File: config.mk
export PLATFORM = sky130hd
export DESIGN_NAME = mult_div_unit_flat
export DESIGN_NICKNAME = d
export VERILOG_FILES = /design/src/rtl/mult_div_unit_if.sv /design/src/rtl/mult_div_unit.sv /design/src/flat_wrapper.sv
export SDC_FILE = /design/constraint.sdc
export NUM_CORES = 1
export LEC_CHECK = 0
export CAP_MARGIN = 20
export CORE_UTILIZATION = 45
export DETAILED_ROUTE_END_ITERATION = 7
export GPL_ROUTABILITY_DRIVEN = 0
export MAX_ROUTING_LAYER = met4
export PLACE_DENSITY = 0.77
export SETUP_SLACK_MARGIN = 0.2
export SKIP_LAST_GASP = 1
export SLEW_MARGIN = 40
export SYNTH_ARGS = -nofsm -noshare
export SYNTH_HDL_FRONTEND = slang
export SYNTH_SLANG_ARGS = --single-unit
export TNS_END_PERCENT = 20
File: constraint.sdc
create_clock -name clk_i -period 3.33 [get_ports clk_i]
set_input_delay 0.8325 -clock clk_i [delete_from_list [all_inputs] [get_ports clk_i]]
set_output_delay 0.8325 -clock clk_i [all_outputs]
set_load 0.02 [all_outputs]
File: src/rtl/mult_div_unit_if.sv
// ---------------------------------------------------------------------------
// mult_div_unit_if
//   Bundles the EX-stage connection to the iterative multiply/divide unit.
//   master : pipeline side (launch, flush, MTHI/MTLO writes; sees HI/LO/status)
//   slave  : unit side
//   Signals
//     start_i  launch op_i on rs_i/rt_i      op_i    00 MULT 01 MULTU 10 DIV 11 DIVU
//     rs_i     operand A                     rt_i    operand B
//     flush_i  abort in-flight operation     hi_we_i / lo_we_i  MTHI / MTLO
//     wdata_i  MTHI/MTLO data                busy_o  operation in flight
//     done_o   one-cycle result pulse        hi_o / lo_o  HI / LO registers
// ---------------------------------------------------------------------------
interface mult_div_unit_if #(
    parameter int DATA_W = 32
);
    logic              start_i;
    logic [1:0]        op_i;
    logic [DATA_W-1:0] rs_i;
    logic [DATA_W-1:0] rt_i;
    logic              flush_i;
    logic              hi_we_i;
    logic              lo_we_i;
    logic [DATA_W-1:0] wdata_i;
    logic              busy_o;
    logic              done_o;
    logic [DATA_W-1:0] hi_o;
    logic [DATA_W-1:0] lo_o;

    modport master (
        output start_i, op_i, rs_i, rt_i, flush_i, hi_we_i, lo_we_i, wdata_i,
        input  busy_o, done_o, hi_o, lo_o
    );

    modport slave (
        input  start_i, op_i, rs_i, rt_i, flush_i, hi_we_i, lo_we_i, wdata_i,
        output busy_o, done_o, hi_o, lo_o
    );
endinterface

File: src/rtl/mult_div_unit.sv
// ---------------------------------------------------------------------------
// mult_div_unit
//   Iterative DATA_W-bit multiply/divide unit with HI/LO registers.
//   Operations work on operand magnitudes: one shift-add (multiply) or one
//   restoring shift-subtract (divide) step per cycle for DATA_W cycles, then a
//   single FIX cycle applies sign correction and writes HI/LO.
//   Ports
//     clk_i  clock, all state updates on posedge
//     rst_i  asynchronous active-low reset
//     bus    mult_div_unit_if.slave (launch/flush/MT writes in, HI/LO/status out)
// ---------------------------------------------------------------------------
module mult_div_unit #(
    parameter int DATA_W = 32
) (
    input  logic            clk_i,
    input  logic            rst_i,
    mult_div_unit_if.slave  bus
);
    localparam int                CNT_W    = $clog2(DATA_W);
    localparam logic [CNT_W-1:0]  LAST_CNT = CNT_W'(DATA_W - 1);

    typedef enum logic [1:0] {
        S_IDLE,
        S_CALC,
        S_FIX,
        S_DONE
    } state_t;

    state_t            state_q, state_d;
    logic [CNT_W-1:0]  count_q;
    logic              is_div_q;
    logic              neg_prod_q;   // MULT: product must be negated
    logic              neg_quo_q;    // DIV: quotient must be negated
    logic              neg_rem_q;    // DIV: remainder takes dividend sign
    logic              div_zero_q;
    logic [DATA_W-1:0] a_raw_q;      // original dividend, returned in HI on /0
    logic [DATA_W-1:0] b_mag_q;      // multiplicand / divisor magnitude
    logic [DATA_W-1:0] p_hi_q;       // product high half / partial remainder
    logic [DATA_W-1:0] p_lo_q;       // multiplier bits / dividend -> quotient
    logic [DATA_W-1:0] hi_q, lo_q;

    // ---------------- operand decode (sampled only on launch) --------------
    logic              op_signed;
    logic              a_neg, b_neg;
    logic [DATA_W-1:0] a_mag, b_mag;
    logic              launch;

    assign op_signed = ~bus.op_i[0];
    assign a_neg     = op_signed & bus.rs_i[DATA_W-1];
    assign b_neg     = op_signed & bus.rt_i[DATA_W-1];
    // Magnitude of the most negative value wraps to itself, which reads back
    // correctly as 2^(DATA_W-1) when treated as unsigned.
    assign a_mag     = a_neg ? -bus.rs_i : bus.rs_i;
    assign b_mag     = b_neg ? -bus.rt_i : bus.rt_i;
    assign launch    = (state_q == S_IDLE) && bus.start_i && !bus.flush_i;

    // ---------------- FSM ---------------------------------------------------
    always_ff @(posedge clk_i or negedge rst_i) begin
        // NOTE: sequential state uses non-blocking (<=) so every register
        // samples pre-edge values regardless of block ordering.
        if (!rst_i) state_q <= S_IDLE;
        else        state_q <= state_d;
    end

    always_comb begin
        // NOTE: default assigned first so no path leaves state_d unassigned,
        // which would otherwise infer a latch.
        state_d = state_q;
        unique case (state_q)
            S_IDLE: if (launch) state_d = S_CALC;
            S_CALC: begin
                if (bus.flush_i)              state_d = S_IDLE;
                else if (count_q == LAST_CNT) state_d = S_FIX;
            end
            S_FIX:  state_d = bus.flush_i ? S_IDLE : S_DONE;
            S_DONE: state_d = S_IDLE;
            default: state_d = S_IDLE;
        endcase
    end

    // ---------------- single iteration step --------------------------------
    logic [DATA_W:0]   mul_sum;
    logic [DATA_W:0]   div_shift;
    logic [DATA_W:0]   div_trial;
    logic              div_ge;

    assign mul_sum   = {1'b0, p_hi_q} + (p_lo_q[0] ? {1'b0, b_mag_q} : '0);
    assign div_shift = {p_hi_q, p_lo_q[DATA_W-1]};
    // Compare on the full DATA_W+1 bits: the shifted remainder may exceed
    // DATA_W bits, in which case it is always >= the divisor.
    assign div_ge    = div_shift >= {1'b0, b_mag_q};
    assign div_trial = div_shift - {1'b0, b_mag_q};

    // ---------------- sign correction / special cases ----------------------
    logic [2*DATA_W-1:0] prod_fix;
    logic [DATA_W-1:0]   quo_fix, rem_fix;
    logic [DATA_W-1:0]   res_hi, res_lo;

    always_comb begin
        prod_fix = neg_prod_q ? -{p_hi_q, p_lo_q} : {p_hi_q, p_lo_q};
        quo_fix  = neg_quo_q ? -p_lo_q : p_lo_q;
        rem_fix  = neg_rem_q ? -p_hi_q : p_hi_q;
        res_hi   = prod_fix[2*DATA_W-1:DATA_W];
        res_lo   = prod_fix[DATA_W-1:0];
        if (is_div_q) begin
            if (div_zero_q) begin
                res_hi = a_raw_q;
                res_lo = '1;
            end else begin
                res_hi = rem_fix;
                res_lo = quo_fix;
            end
        end
    end

    // ---------------- datapath ---------------------------------------------
    always_ff @(posedge clk_i or negedge rst_i) begin
        if (!rst_i) begin
            count_q    <= '0;
            is_div_q   <= 1'b0;
            neg_prod_q <= 1'b0;
            neg_quo_q  <= 1'b0;
            neg_rem_q  <= 1'b0;
            div_zero_q <= 1'b0;
            a_raw_q    <= '0;
            b_mag_q    <= '0;
            p_hi_q     <= '0;
            p_lo_q     <= '0;
        end else if (launch) begin
            count_q    <= '0;
            is_div_q   <= bus.op_i[1];
            neg_prod_q <= a_neg ^ b_neg;
            neg_quo_q  <= a_neg ^ b_neg;
            neg_rem_q  <= a_neg;
            div_zero_q <= (bus.rt_i == '0);
            a_raw_q    <= bus.rs_i;
            b_mag_q    <= b_mag;
            p_hi_q     <= '0;
            p_lo_q     <= a_mag;
        end else if (state_q == S_CALC) begin
            count_q <= count_q + CNT_W'(1);
            if (is_div_q) begin
                p_hi_q <= div_ge ? div_trial[DATA_W-1:0] : div_shift[DATA_W-1:0];
                p_lo_q <= {p_lo_q[DATA_W-2:0], div_ge};
            end else begin
                // Add-then-shift-right: product accumulates in p_hi while the
                // consumed multiplier bits shift out of p_lo.
                p_hi_q <= mul_sum[DATA_W:1];
                p_lo_q <= {mul_sum[0], p_lo_q[DATA_W-1:1]};
            end
        end
    end

    // ---------------- HI / LO ----------------------------------------------
    logic mt_ok;
    assign mt_ok = (state_q == S_IDLE) || (state_q == S_DONE);

    always_ff @(posedge clk_i or negedge rst_i) begin
        if (!rst_i) begin
            hi_q <= '0;
            lo_q <= '0;
        end else if (state_q == S_FIX) begin
            if (!bus.flush_i) begin
                hi_q <= res_hi;
                lo_q <= res_lo;
            end
        end else if (mt_ok) begin
            if (bus.hi_we_i) hi_q <= bus.wdata_i;
            if (bus.lo_we_i) lo_q <= bus.wdata_i;
        end
    end

    assign bus.busy_o = (state_q == S_CALC) || (state_q == S_FIX);
    assign bus.done_o = (state_q == S_DONE);
    assign bus.hi_o   = hi_q;
    assign bus.lo_o   = lo_q;

endmodule
File: src/flat_wrapper.sv
// flat-port wrapper written by rule: the top's interface ports become plain ports
module mult_div_unit_flat 
#(
    parameter int DATA_W = 32
)
  (clk_i, rst_i, bus_start_i, bus_op_i, bus_rs_i, bus_rt_i, bus_flush_i, bus_hi_we_i, bus_lo_we_i, bus_wdata_i, bus_busy_o, bus_done_o, bus_hi_o, bus_lo_o);
  mult_div_unit_if #(.DATA_W(DATA_W)) bus_i ();
  input  logic clk_i;
  input  logic rst_i;
  input wire logic [$bits(bus_i.start_i)-1:0] bus_start_i;
  input wire logic [$bits(bus_i.op_i)-1:0] bus_op_i;
  input wire logic [$bits(bus_i.rs_i)-1:0] bus_rs_i;
  input wire logic [$bits(bus_i.rt_i)-1:0] bus_rt_i;
  input wire logic [$bits(bus_i.flush_i)-1:0] bus_flush_i;
  input wire logic [$bits(bus_i.hi_we_i)-1:0] bus_hi_we_i;
  input wire logic [$bits(bus_i.lo_we_i)-1:0] bus_lo_we_i;
  input wire logic [$bits(bus_i.wdata_i)-1:0] bus_wdata_i;
  output wire logic [$bits(bus_i.busy_o)-1:0] bus_busy_o;
  output wire logic [$bits(bus_i.done_o)-1:0] bus_done_o;
  output wire logic [$bits(bus_i.hi_o)-1:0] bus_hi_o;
  output wire logic [$bits(bus_i.lo_o)-1:0] bus_lo_o;
  assign bus_i.start_i = bus_start_i;
  assign bus_i.op_i = bus_op_i;
  assign bus_i.rs_i = bus_rs_i;
  assign bus_i.rt_i = bus_rt_i;
  assign bus_i.flush_i = bus_flush_i;
  assign bus_i.hi_we_i = bus_hi_we_i;
  assign bus_i.lo_we_i = bus_lo_we_i;
  assign bus_i.wdata_i = bus_wdata_i;
  assign bus_busy_o = bus_i.busy_o;
  assign bus_done_o = bus_i.done_o;
  assign bus_hi_o = bus_i.hi_o;
  assign bus_lo_o = bus_i.lo_o;
  mult_div_unit #(.DATA_W(DATA_W)) u_core (.clk_i(clk_i), .rst_i(rst_i), .bus(bus_i));
endmodule
## Word-level counts from Yosys, hierarchy flattened

Cells that the tools add are included.
Widths: inputs -> output; s select.

- Input port bits: 104
- Flip-flop bits (word level): 203
- Output and inout port bits: 66
- Word-level logic and storage cells: 78

- Muxes and demuxes: 32
- Bitwise operators: 4
- Add/sub/neg operators: 8
- Reduce and logical (&&, ||, !) cells: 14
- Order comparisons: 1
- Eq/ne operators: 7

Operator list:

| kind | count |
|---|---|
| $mux 32 | 24 |
| $neg 32->32 | 4 |
| $mux 64 | 1 |
| $neg 64->64 | 1 |
| $add 32x32->33 | 1 |
| $ge 33x32->1 | 1 |
| $logic_not 32->1 | 1 |
| $sub 32x32->32 | 1 |
| $mux 5 | 2 |
| $mux 2 | 4 |
| $pmux 2 s4 | 1 |
| $reduce_bool 2->1 | 4 |
| $reduce_and 3->1 | 2 |
| $add 5x1->5 const B | 1 |
| $eq 5x5->1 const B | 1 |
| $eq 2x2->1 const B | 2 |
| $ne 3x2->1 const B | 1 |
| $and 1x1->1 | 2 |
| $eq 2x1->1 const B | 1 |
| $logic_and 1x1->1 | 2 |
| $logic_not 2->1 | 1 |
| $logic_or 1x1->1 | 2 |
| $ne 2x1->1 const B | 1 |
| $ne 2x2->1 const B | 1 |
| 4 further kinds | 4 |

## Longest topological paths before layout

Gate-level depths: netlist of the first run.

- Depth in word-level cells: 6
- Depth in mapped cells: 15
- Mapped depth without buffers: 13

## Worst setup path after synthesis of the first run

No wires, ideal clock.

- Kind: register to register
- From: register u_core.p_lo_q[0]
- To: register u_core.p_hi_q[30]
- Required time: 3.263 ns
- Arrival: 3.116 ns
- Path slack: 0.146 ns
- Cell stages (with the launch flop): 16
- Cell sequence: dfrtp_1 -> clkbuf_1 -> inv_1 -> clkbuf_1 -> nor2_1 -> ha_1 -> clkbuf_1 -> nand2_1 -> or4_1 -> nor3_1 -> a21oi_1 -> a21oi_1 -> o21ai_0 -> mux2i_1 -> o21ai_0 -> o2111a_1

- Cells in the longest elaborated chain, start to end: 5

Ends and longest elaborated chain:

| what | line | source |
|---|---|---|
| start: declaration | mult_div_unit.sv:39 | `logic [DATA_W-1:0] p_lo_q;` |
| start signal: assignment | mult_div_unit.sv:139 | `p_lo_q <= a_mag;` |
| start signal: assignment | mult_div_unit.sv:144 | `p_lo_q <= {p_lo_q[DATA_W-2:0], div_ge};` |
| start signal: assignment | mult_div_unit.sv:149 | `p_lo_q <= {mul_sum[0], p_lo_q[DATA_W-1:1]};` |
| $mux 32 | mult_div_unit.sv:87 | `assign mul_sum = {1'b0, p_hi_q} + (p_lo_q[0] ? {1'b0, b_mag_q} : '0);` |
| $add 32x32->33 | mult_div_unit.sv:87 |  |
| $mux 32 | mult_div_unit.sv:142 | `if (is_div_q) begin` |
| $mux 32 | mult_div_unit.sv:140 | `end else if (state_q == S_CALC) begin` |
| $mux 32 | mult_div_unit.sv:129 | `end else if (launch) begin` |
| end signal: assignment | mult_div_unit.sv:143 | `p_hi_q <= div_ge ? div_trial[DATA_W-1:0] : div_shift[DATA_W-1:0];` |
| end signal: assignment | mult_div_unit.sv:148 | `p_hi_q <= mul_sum[DATA_W:1];` |
| end: declaration | mult_div_unit.sv:38 | `logic [DATA_W-1:0] p_hi_q;` |

Every way passes these cells. The select of a mux whose other input is x is not followed.
A chain may end at the register's enable or synchronous reset.

## Worst setup path in the final report of the first run

- From: register u_core.p_lo_q[0]
- To: register u_core.p_hi_q[29]

Same word-level chain as after synthesis.

==> flow_metrics.tcl, run 1 <==
set metrics [dict create \
    rsz0062_at_grt "yes" \
    critPathLaunchType "flip-flop" \
    fin_ws_ps 164 \
    power_density_mw_per_mm2 1200 \
    path_class "reg2reg" \
    clk_pin_slew_ps 60 \
    synthMuxAreaShare 0.0320 \
    cp_data_arrival_time_ps 3600 \
    wl_per_cell_um 21.1 \
    max_slew_margin 0.437 \
    layout.nets 2599 \
    fin_crit_ps 3170 \
    crit-reg2reg-launch "u_core.p_lo_q[0]" \
    clockBufferDepth 3 \
    hold_class "in2async" \
    synth_top_family_by_area "compound AO/OA/AOI/OAI gates" \
    multi_input_area_mm2 0.0112 \
    antenna_found_initial 0 \
    dr.first_iter.drc_count 2416 \
    synth_enable_flop_cells 0 \
    ys_warn_count 0 \
    htree_levels 1 \
    fin_skew_ps 23.4 \
    violations "DRC" \
    port_buffers 169 \
    ios 170 \
    swShare 0.501 \
    ir_drop_mv 0.590 \
    root_buffer "clkbuf_16" \
    clkSinkCount 203 \
    r2r_cells 13 \
    drc 1 \
    synthXorXnorAreaFrac 0.0902 \
    p_int_uw 12800 \
    yosys.area_share.simple 0.211 \
    worstReg2RegEnd "u_core.p_hi_q[29]" \
    routed-via-count 18428 \
    post_drt_via_cell_ratio 6.35 \
    seqCellArea_mm2 0.00508 \
    core_area_mm2 0.0367 \
    comb_power_share 0.695 \
    dieHeight_um 195 \
    fill_cells 3209 \
    p_switching_uw 12800 \
    r2r_slack_ps 160 \
    power.leakage_uw 0.00891 \
    cts_tree "built" \
    antenna_cells 0 \
    grt_pass1_wl_um 94200 \
    pwr-share-seq 0.199 \
    avgSynthCellArea_um2 7.66 \
    synthAdderAreaFrac 0.0582 \
    syn-instance-count 2193 \
    finalHoldViolCount 0 \
    placementRows 70 \
    grt.total_usage 0.318 \
    dieWidth_um 195 \
    critPathLaunch "u_core.p_lo_q[0]" \
    clk_latency_ps 550 \
    synth_compound_gate_area_share 0.253 \
    endpoint "u_core.p_hi_q[29]" \
    start_util 0.458 \
    finalPower_uw 25600 \
    path_max_fanout 8 \
    cts_hold_buf 0 \
    required_ps 3760 \
    numCtsBuffers 24 \
    netlist_area_mm2 0.0168 \
    routed_wl_um 61200 \
    drv_cap 0 \
    syn-num-nets 2374 \
    first_pass_iters 8 \
    fmax_mhz 316 \
    grt_overflow 0 \
    grt_pass1_vias 17228 \
    final_core_util 0.578 \
    final-setup-viol-count 0 \
    finalMaxSlewViolations 0 \
    ys_ff_latch 203 \
    synth_cell_types 78 \
    final_antenna_net_count 0 \
    post-place-ws_ps -12.7 \
    yosysSeqAreaShare 0.302 \
    synth_top_flop_cell "dfrtp_1" \
    dieArea_mm2 0.0381 \
    grt_max_degree 145 \
    worst_slew_pin_slew_ps 844 \
    ys_async_sr_fraction 1.00 \
    period_share 0.951 \
    p_clk_frac 0.106 \
    end_kind "flip-flop" \
    dpl.hpwl_um 45900 \
    areaGrowthSynthToFinish_pct 26.3 \
    status "complete, but fails checks" \
    drive_above_1_share 0.136 \
]
-- area by class of cell --
| class | instances | share of cell area |
|---|---|---|
| clock inverter | 6 | 0.00372 |
| sequential | 203 | 0.240 |
| multi-input combinational | 1762 | 0.529 |
| clock buffer | 37 | 0.0349 |
| inverter | 72 | 0.0129 |
| tap | 468 | 0.0276 |
| timing repair buffer | 355 | 0.152 |
-- logic make-up after synthesis --
kind of cell / Yosys count
AND/OR/NAND/NOR: 764
AO/OA/AOI/OAI: 695
buffers and inverters: 228
flip-flops: 203
XOR/XNOR: 173
adder cells (fa/ha/maj): 77
multiplexers: 53
-- routing by layer --
| metal | wire [um] | GRT usage |
|---|---|---|
| met3 | 7120 | 0.0577 |
| met5 | 0 | - |
| met4 | 2860 | 0.127 |
| met2 | 26400 | 0.473 |
| met1 | 24800 | 0.427 |
-- per-stage QoR --
step | cells | hold WS (ps) | TNS (ps) | area [um2]
3_3_place_gp | 2849 | 455 | 0 | 19900
4_1_cts | 2892 | 258 | 0 | 20800
2_1_floorplan | 2193 | 437 | 0 | 16800
6_report | 2903 | 240 | 0 | 21200
3_5_place_dp | 2849 | 470 | -25.1 | 19900
5_1_grt | 2903 | 275 | 0 | 21200
-- critical path: stages, from the launching register on --
cell	delay (ps)
dfrtp_1	430
inv_4	150
buf_12	160
nor2_1	50
ha_2	380
buf_4	140
nand4_1	100
o22ai_1	170
a2bb2oi_1	290
a211o_1	220
a21boi_0	140
nor2_1	180
mux2_2	360
o31ai_1	260
-- power groups by stage --
stage / registers, uW / clock network [uW] / logic, uW
after detailed placement: 4990 / 0 / 16300
after global routing: 5170 / 2810 / 19100
after CTS: 4950 / 2720 / 16500
final: 5080 / 2720 / 17800
after global placement: 4930 / 0 / 15900
after floorplan: 5010 / 0 / 10400
-- state kept, by name (all words and copies together), names as in the netlist, 2 cells and up --
signal / flops
u_core.p_hi_q: 32
u_core.p_lo_q: 32
u_core.bus.lo_o: 32
u_core.bus.hi_o: 32
u_core.b_mag_q: 32
u_core.count_q: 5
u_core.a_raw_q: 32
u_core.state_q: 2
-- cell usage in the layout, fill, tap and decap left out, drive strengths merged, types with 12 or more instances in the layout --
| cell type | netlist | routed |
|---|---|---|
| mux2i | 48 | 48 |
| xor2 | 68 | 68 |
| clkbuf | 132 | 40 |
| nand3 | 27 | 27 |
| buf | 24 | 184 |
| nor3b | 22 | 22 |
| nor2 | 176 | 176 |
| nor3 | 39 | 39 |
| a21o | 30 | 30 |
| ha | 75 | 75 |
| or3 | 24 | 24 |
| o31ai | 33 | 33 |
| a211oi | 18 | 18 |
| o21ai | 255 | 255 |
| and2 | 12 | 12 |
| and3 | 17 | 17 |
| nor2b | 17 | 17 |
| or4 | 13 | 13 |
| nand4 | 16 | 16 |
| nand2 | 332 | 332 |
| dfrtp | 203 | 203 |
| or2 | 12 | 12 |
| o22ai | 39 | 39 |
| xnor2 | 105 | 105 |
| nand2b | 23 | 23 |
| a31oi | 21 | 21 |
| nor4 | 18 | 18 |
| a21oi | 150 | 150 |
| inv | 72 | 73 |
| o211ai | 55 | 55 |
| clkdlybuf4s50 | 0 | 168 |
-- how the worst min path moves through the flow --
stage	depth (start not counted)	endpoint	from	slack [ps]
after floorplan	2	u_core.a_raw_q[16]	u_core.a_raw_q[16]	440
after global placement	2	u_core.a_raw_q[18]	u_core.a_raw_q[18]	450
after detailed placement	2	u_core.a_raw_q[20]	u_core.a_raw_q[20]	470
after CTS	1	u_core.a_raw_q[7]	rst_i	260
after global routing	1	u_core.a_raw_q[7]	rst_i	280
final	1	u_core.a_raw_q[7]	rst_i	240
-- Yosys cell counts (5+ instances only) --
library cell	instances	share of area
nand2_1	330	0.074
o21ai_0	251	0.075
dfrtp_1	203	0.30
nor2_1	176	0.039
a21oi_1	150	0.045
clkbuf_1	132	0.029
xnor2_1	105	0.055
ha_1	75	0.056
inv_1	72	0.016
xor2_1	68	0.035
o211ai_1	55	0.025
mux2i_1	48	0.029
o22ai_1	39	0.015
nor3_1	38	0.011
o31ai_1	32	0.014
a21o_1	30	0.013
nand3_1	27	0.0080
or3_1	24	0.0089
nand2b_1	23	0.0086
nor3b_1	22	0.0098
a31oi_1	21	0.0078
buf_1	19	0.0042
a211oi_1	18	0.0080
and3_1	17	0.0063
nor2b_1	17	0.0063
nand4_1	16	0.0060
nor4_1	16	0.0060
and2_1	11	0.0041
o221ai_1	11	0.0057
o41ai_1	11	0.0057
or4_1	11	0.0049
or2_2	10	0.0037
o2111ai_1	7	0.0036
o21a_1	6	0.0027
o21bai_1	6	0.0027
a211o_1	5	0.0026
a21boi_0	5	0.0022
a221oi_1	5	0.0026
a2bb2oi_1	5	0.0026
a311oi_1	5	0.0026
and4_1	5	0.0026
-- timing repair --
item | CTS | global route
setup endpoints to repair | 21 | 55
gates cloned | 0 | 2
pin swaps | 2 | 32
buffers inserted | 0 | 9
gates resized for setup | 11 | 84
Power figures use the tool's default switching activity.
==> inputs of run 2 (changes only) <==
--- a/config.mk
+++ b/config.mk
@@ -5,7 +5,6 @@
 export SDC_FILE = /design/constraint.sdc
 export NUM_CORES = 1
 export LEC_CHECK = 0
-export CAP_MARGIN = 20
 export CORE_UTILIZATION = 45
 export DETAILED_ROUTE_END_ITERATION = 7
 export GPL_ROUTABILITY_DRIVEN = 0
==> results of run 2 <==
Same layout as run 1: the final DEF is identical, and so are final timing and power.
==> inputs of run 3 (changes only) <==
--- a/config.mk
+++ b/config.mk
@@ -10,8 +10,7 @@
 export GPL_ROUTABILITY_DRIVEN = 0
 export MAX_ROUTING_LAYER = met4
 export PLACE_DENSITY = 0.77
-export SETUP_SLACK_MARGIN = 0.2
-export SKIP_LAST_GASP = 1
+export SETUP_SLACK_MARGIN = 0.02
 export SLEW_MARGIN = 40
 export SYNTH_ARGS = -nofsm -noshare
 export SYNTH_HDL_FRONTEND = slang
==> run 3 against run 2 <==
Net effect: design area decreased by 1.6%; utilization decreased by 0.94 points; cell count decreased by 0.24%; combinational power decreased by 4%; the run now ends clean; global-route usage increased by 0.30 points; worst setup slack got worse by 120 ps; clock skew decreased by 2.8 ps; via count decreased by 1.2%; critical path depth decreased by 1; critical endpoint is now u_core.p_hi_q[27]; maximum frequency decreased by 3.7%; hold slack improved by 90 ps; non-clock buffer count decreased by 9.
==> flow_metrics.tcl, run 3 (synthesis gave the netlist of run 1 again) <==
set metrics [dict create \
    status "finished, final reports clean" \
    final_common_cell "nand2_1" \
    start_util 0.458 \
    final_cell_mix "328 x nand2_1, 248 x o21ai_0, 201 x dfrtp_1" \
    clockBufferDepth 3 \
    clk_pin_slew_ps 70 \
    dp_cells 2851 \
    dieArea_mm2 0.0381 \
    p_switching_uw 12500 \
    finalMaxSlewViolations 0 \
    slowest_delay_ps 430 \
    grt-busiest-layer "met2" \
    clk_latency_ps 550 \
    swShare 0.503 \
    use_met2 0.477 \
    placementRows 70 \
    fin_ws_ps 43.2 \
    path_max_fanout 7 \
    final_antenna_net_count 0 \
    ir_drop_mv 0.601 \
    pwr-share-seq 0.203 \
    comb_power_share 0.688 \
    drive_above_1_share 0.115 \
    finalHoldViolCount 0 \
    path_class "reg2reg" \
    cp_data_arrival_time_ps 3760 \
    port_buffers 169 \
    fin_cells 2896 \
    layout.nets 2590 \
    p_int_uw 12400 \
    ios 170 \
    crit_chain "buf_4 -> ha_1 -> buf_4 -> o21a_1 -> o31a_1 -> o21a_1 -> o21ai_0 -> nand3_1 -> and3_1 -> o31ai_1 -> mux2i_1 -> a21oi_1" \
    post-place-ws_ps -53.7 \
    fin_area_mm2 0.0209 \
    post_drt_via_cell_ratio 6.28 \
    critPathSlowestCell "o21ai_0" \
    period_share 0.987 \
    core_area_mm2 0.0367 \
    dpl.hpwl_um 45800 \
    max_slew_margin 0.449 \
    fill_cells 3250 \
    cts_hold_buf 0 \
    areaGrowthSynthToFinish_pct 24.3 \
    clkSinkCount 203 \
    dieWidth_um 195 \
    drv_cap 0 \
    end_kind "flip-flop" \
    dr.first_iter.drc_count 2335 \
    first_pass_iters 8 \
    grt_pass1_wl_um 95000 \
    root_buffer "clkbuf_16" \
    postCtsSetupBuffers 0 \
    fin_skew_ps 20.6 \
    power_density_mw_per_mm2 1190 \
    dieHeight_um 195 \
    post_cts_resized 0 \
    placed_area_mm2 0.0199 \
    power.leakage_uw 0.00886 \
    routed-via-count 18198 \
    rsz0062_at_grt "yes" \
    met3_usage 0.0639 \
    grt_pass1_vias 17213 \
    antenna_found_initial 1 \
    hold_class "in2async" \
    numCtsBuffers 24 \
    routed_wl_um 60600 \
    holdWs_ps 330 \
    critPathLaunchType "flip-flop" \
    grt_overflow 0 \
    seqCellArea_mm2 0.00508 \
    worst_slew_pin_slew_ps 826 \
    htree_levels 1 \
    grt_max_degree 78 \
    met1_usage 0.427 \
    p_clk_frac 0.109 \
    cts_tree "built" \
    multi_input_area_mm2 0.0110 \
    required_ps 3810 \
    finalPower_uw 24900 \
    final-setup-viol-count 0 \
    fin_crit_ps 3290 \
    grt.total_usage 0.321 \
    fmax_mhz 304 \
    drc 0 \
    wl_per_cell_um 20.9 \
]
## run 3: cell count changes in the layout (fill, tap and decap cells not counted), moves of 7 or more
cell	before	now
ha_1	58	71
buf_4	174	167
o21ai_0	238	248
ha_4	7	0
o21ai_1	16	7
nor2_1	167	174
## run 3: routing by layer
metal,up-vias,routed length [um],part of all wire
li1,8251,-,-
met4,0,2870,0.047
met3,227,6920,0.11
met2,1127,26200,0.43
met5,-,0,0
met1,8593,24500,0.41
## run 3: worst max-delay path: cells and delay by family, from the launching register on
| kind | cells | cell delay, ps |
|---|---|---|
| buffers and inverters | 2 | 330 |
| adders and majority gates | 1 | 310 |
| muxes | 1 | 140 |
| DFF | 1 | 380 |
| and+or+nand+nor | 2 | 520 |
| AOI/OAI and AO/OA | 6 | 1540 |
## run 3: layout make-up
type,count,share of cell area
Timing Repair Buffer,346,0.151
Clock buffer,30,0.0313
Tap cell,468,0.0281
Clock inverter,14,0.00767
Antenna cell,1,0.000120
Sequential cell,203,0.244
Inverter,72,0.0129
Multi-Input combinational cell,1762,0.525
## run 3: through the flow
step	utilization	setup TNS, ps
final	0.569	0
after floorplan	-	0
after detailed placement	0.543	-75.4
after global routing	0.569	-4.17
after global placement	0.543	0
after CTS	0.566	0
## run 3: power groups by stage
stage / sequential (uW) / combinational, uW / clock, uW
floorplan: 5010 / 10400 / 0
global placement: 4920 / 15900 / 0
detailed placement: 4980 / 16400 / 0
CTS: 4940 / 16500 / 2720
global route: 5120 / 18500 / 2830
finish: 5050 / 17100 / 2710
## run 3: worst paths after layout
path / from / to / slack [ps] / cells past startpoint
worst max-delay path: u_core.p_hi_q[1] / u_core.p_hi_q[27] / 40 / 12
worst min-delay path: rst_i / u_core.a_raw_q[8] / 330 / 1
min in group clk_i: u_core.bus.lo_o[27] / u_core.bus.lo_o[27] / 480 / 2
max in group asynchronous: rst_i / u_core.is_div_q / 2270 / 2
worst min register to register: u_core.bus.lo_o[27] / u_core.bus.lo_o[27] / 480 / 2
worst max register to register: u_core.p_hi_q[1] / u_core.p_hi_q[27] / 40 / 12
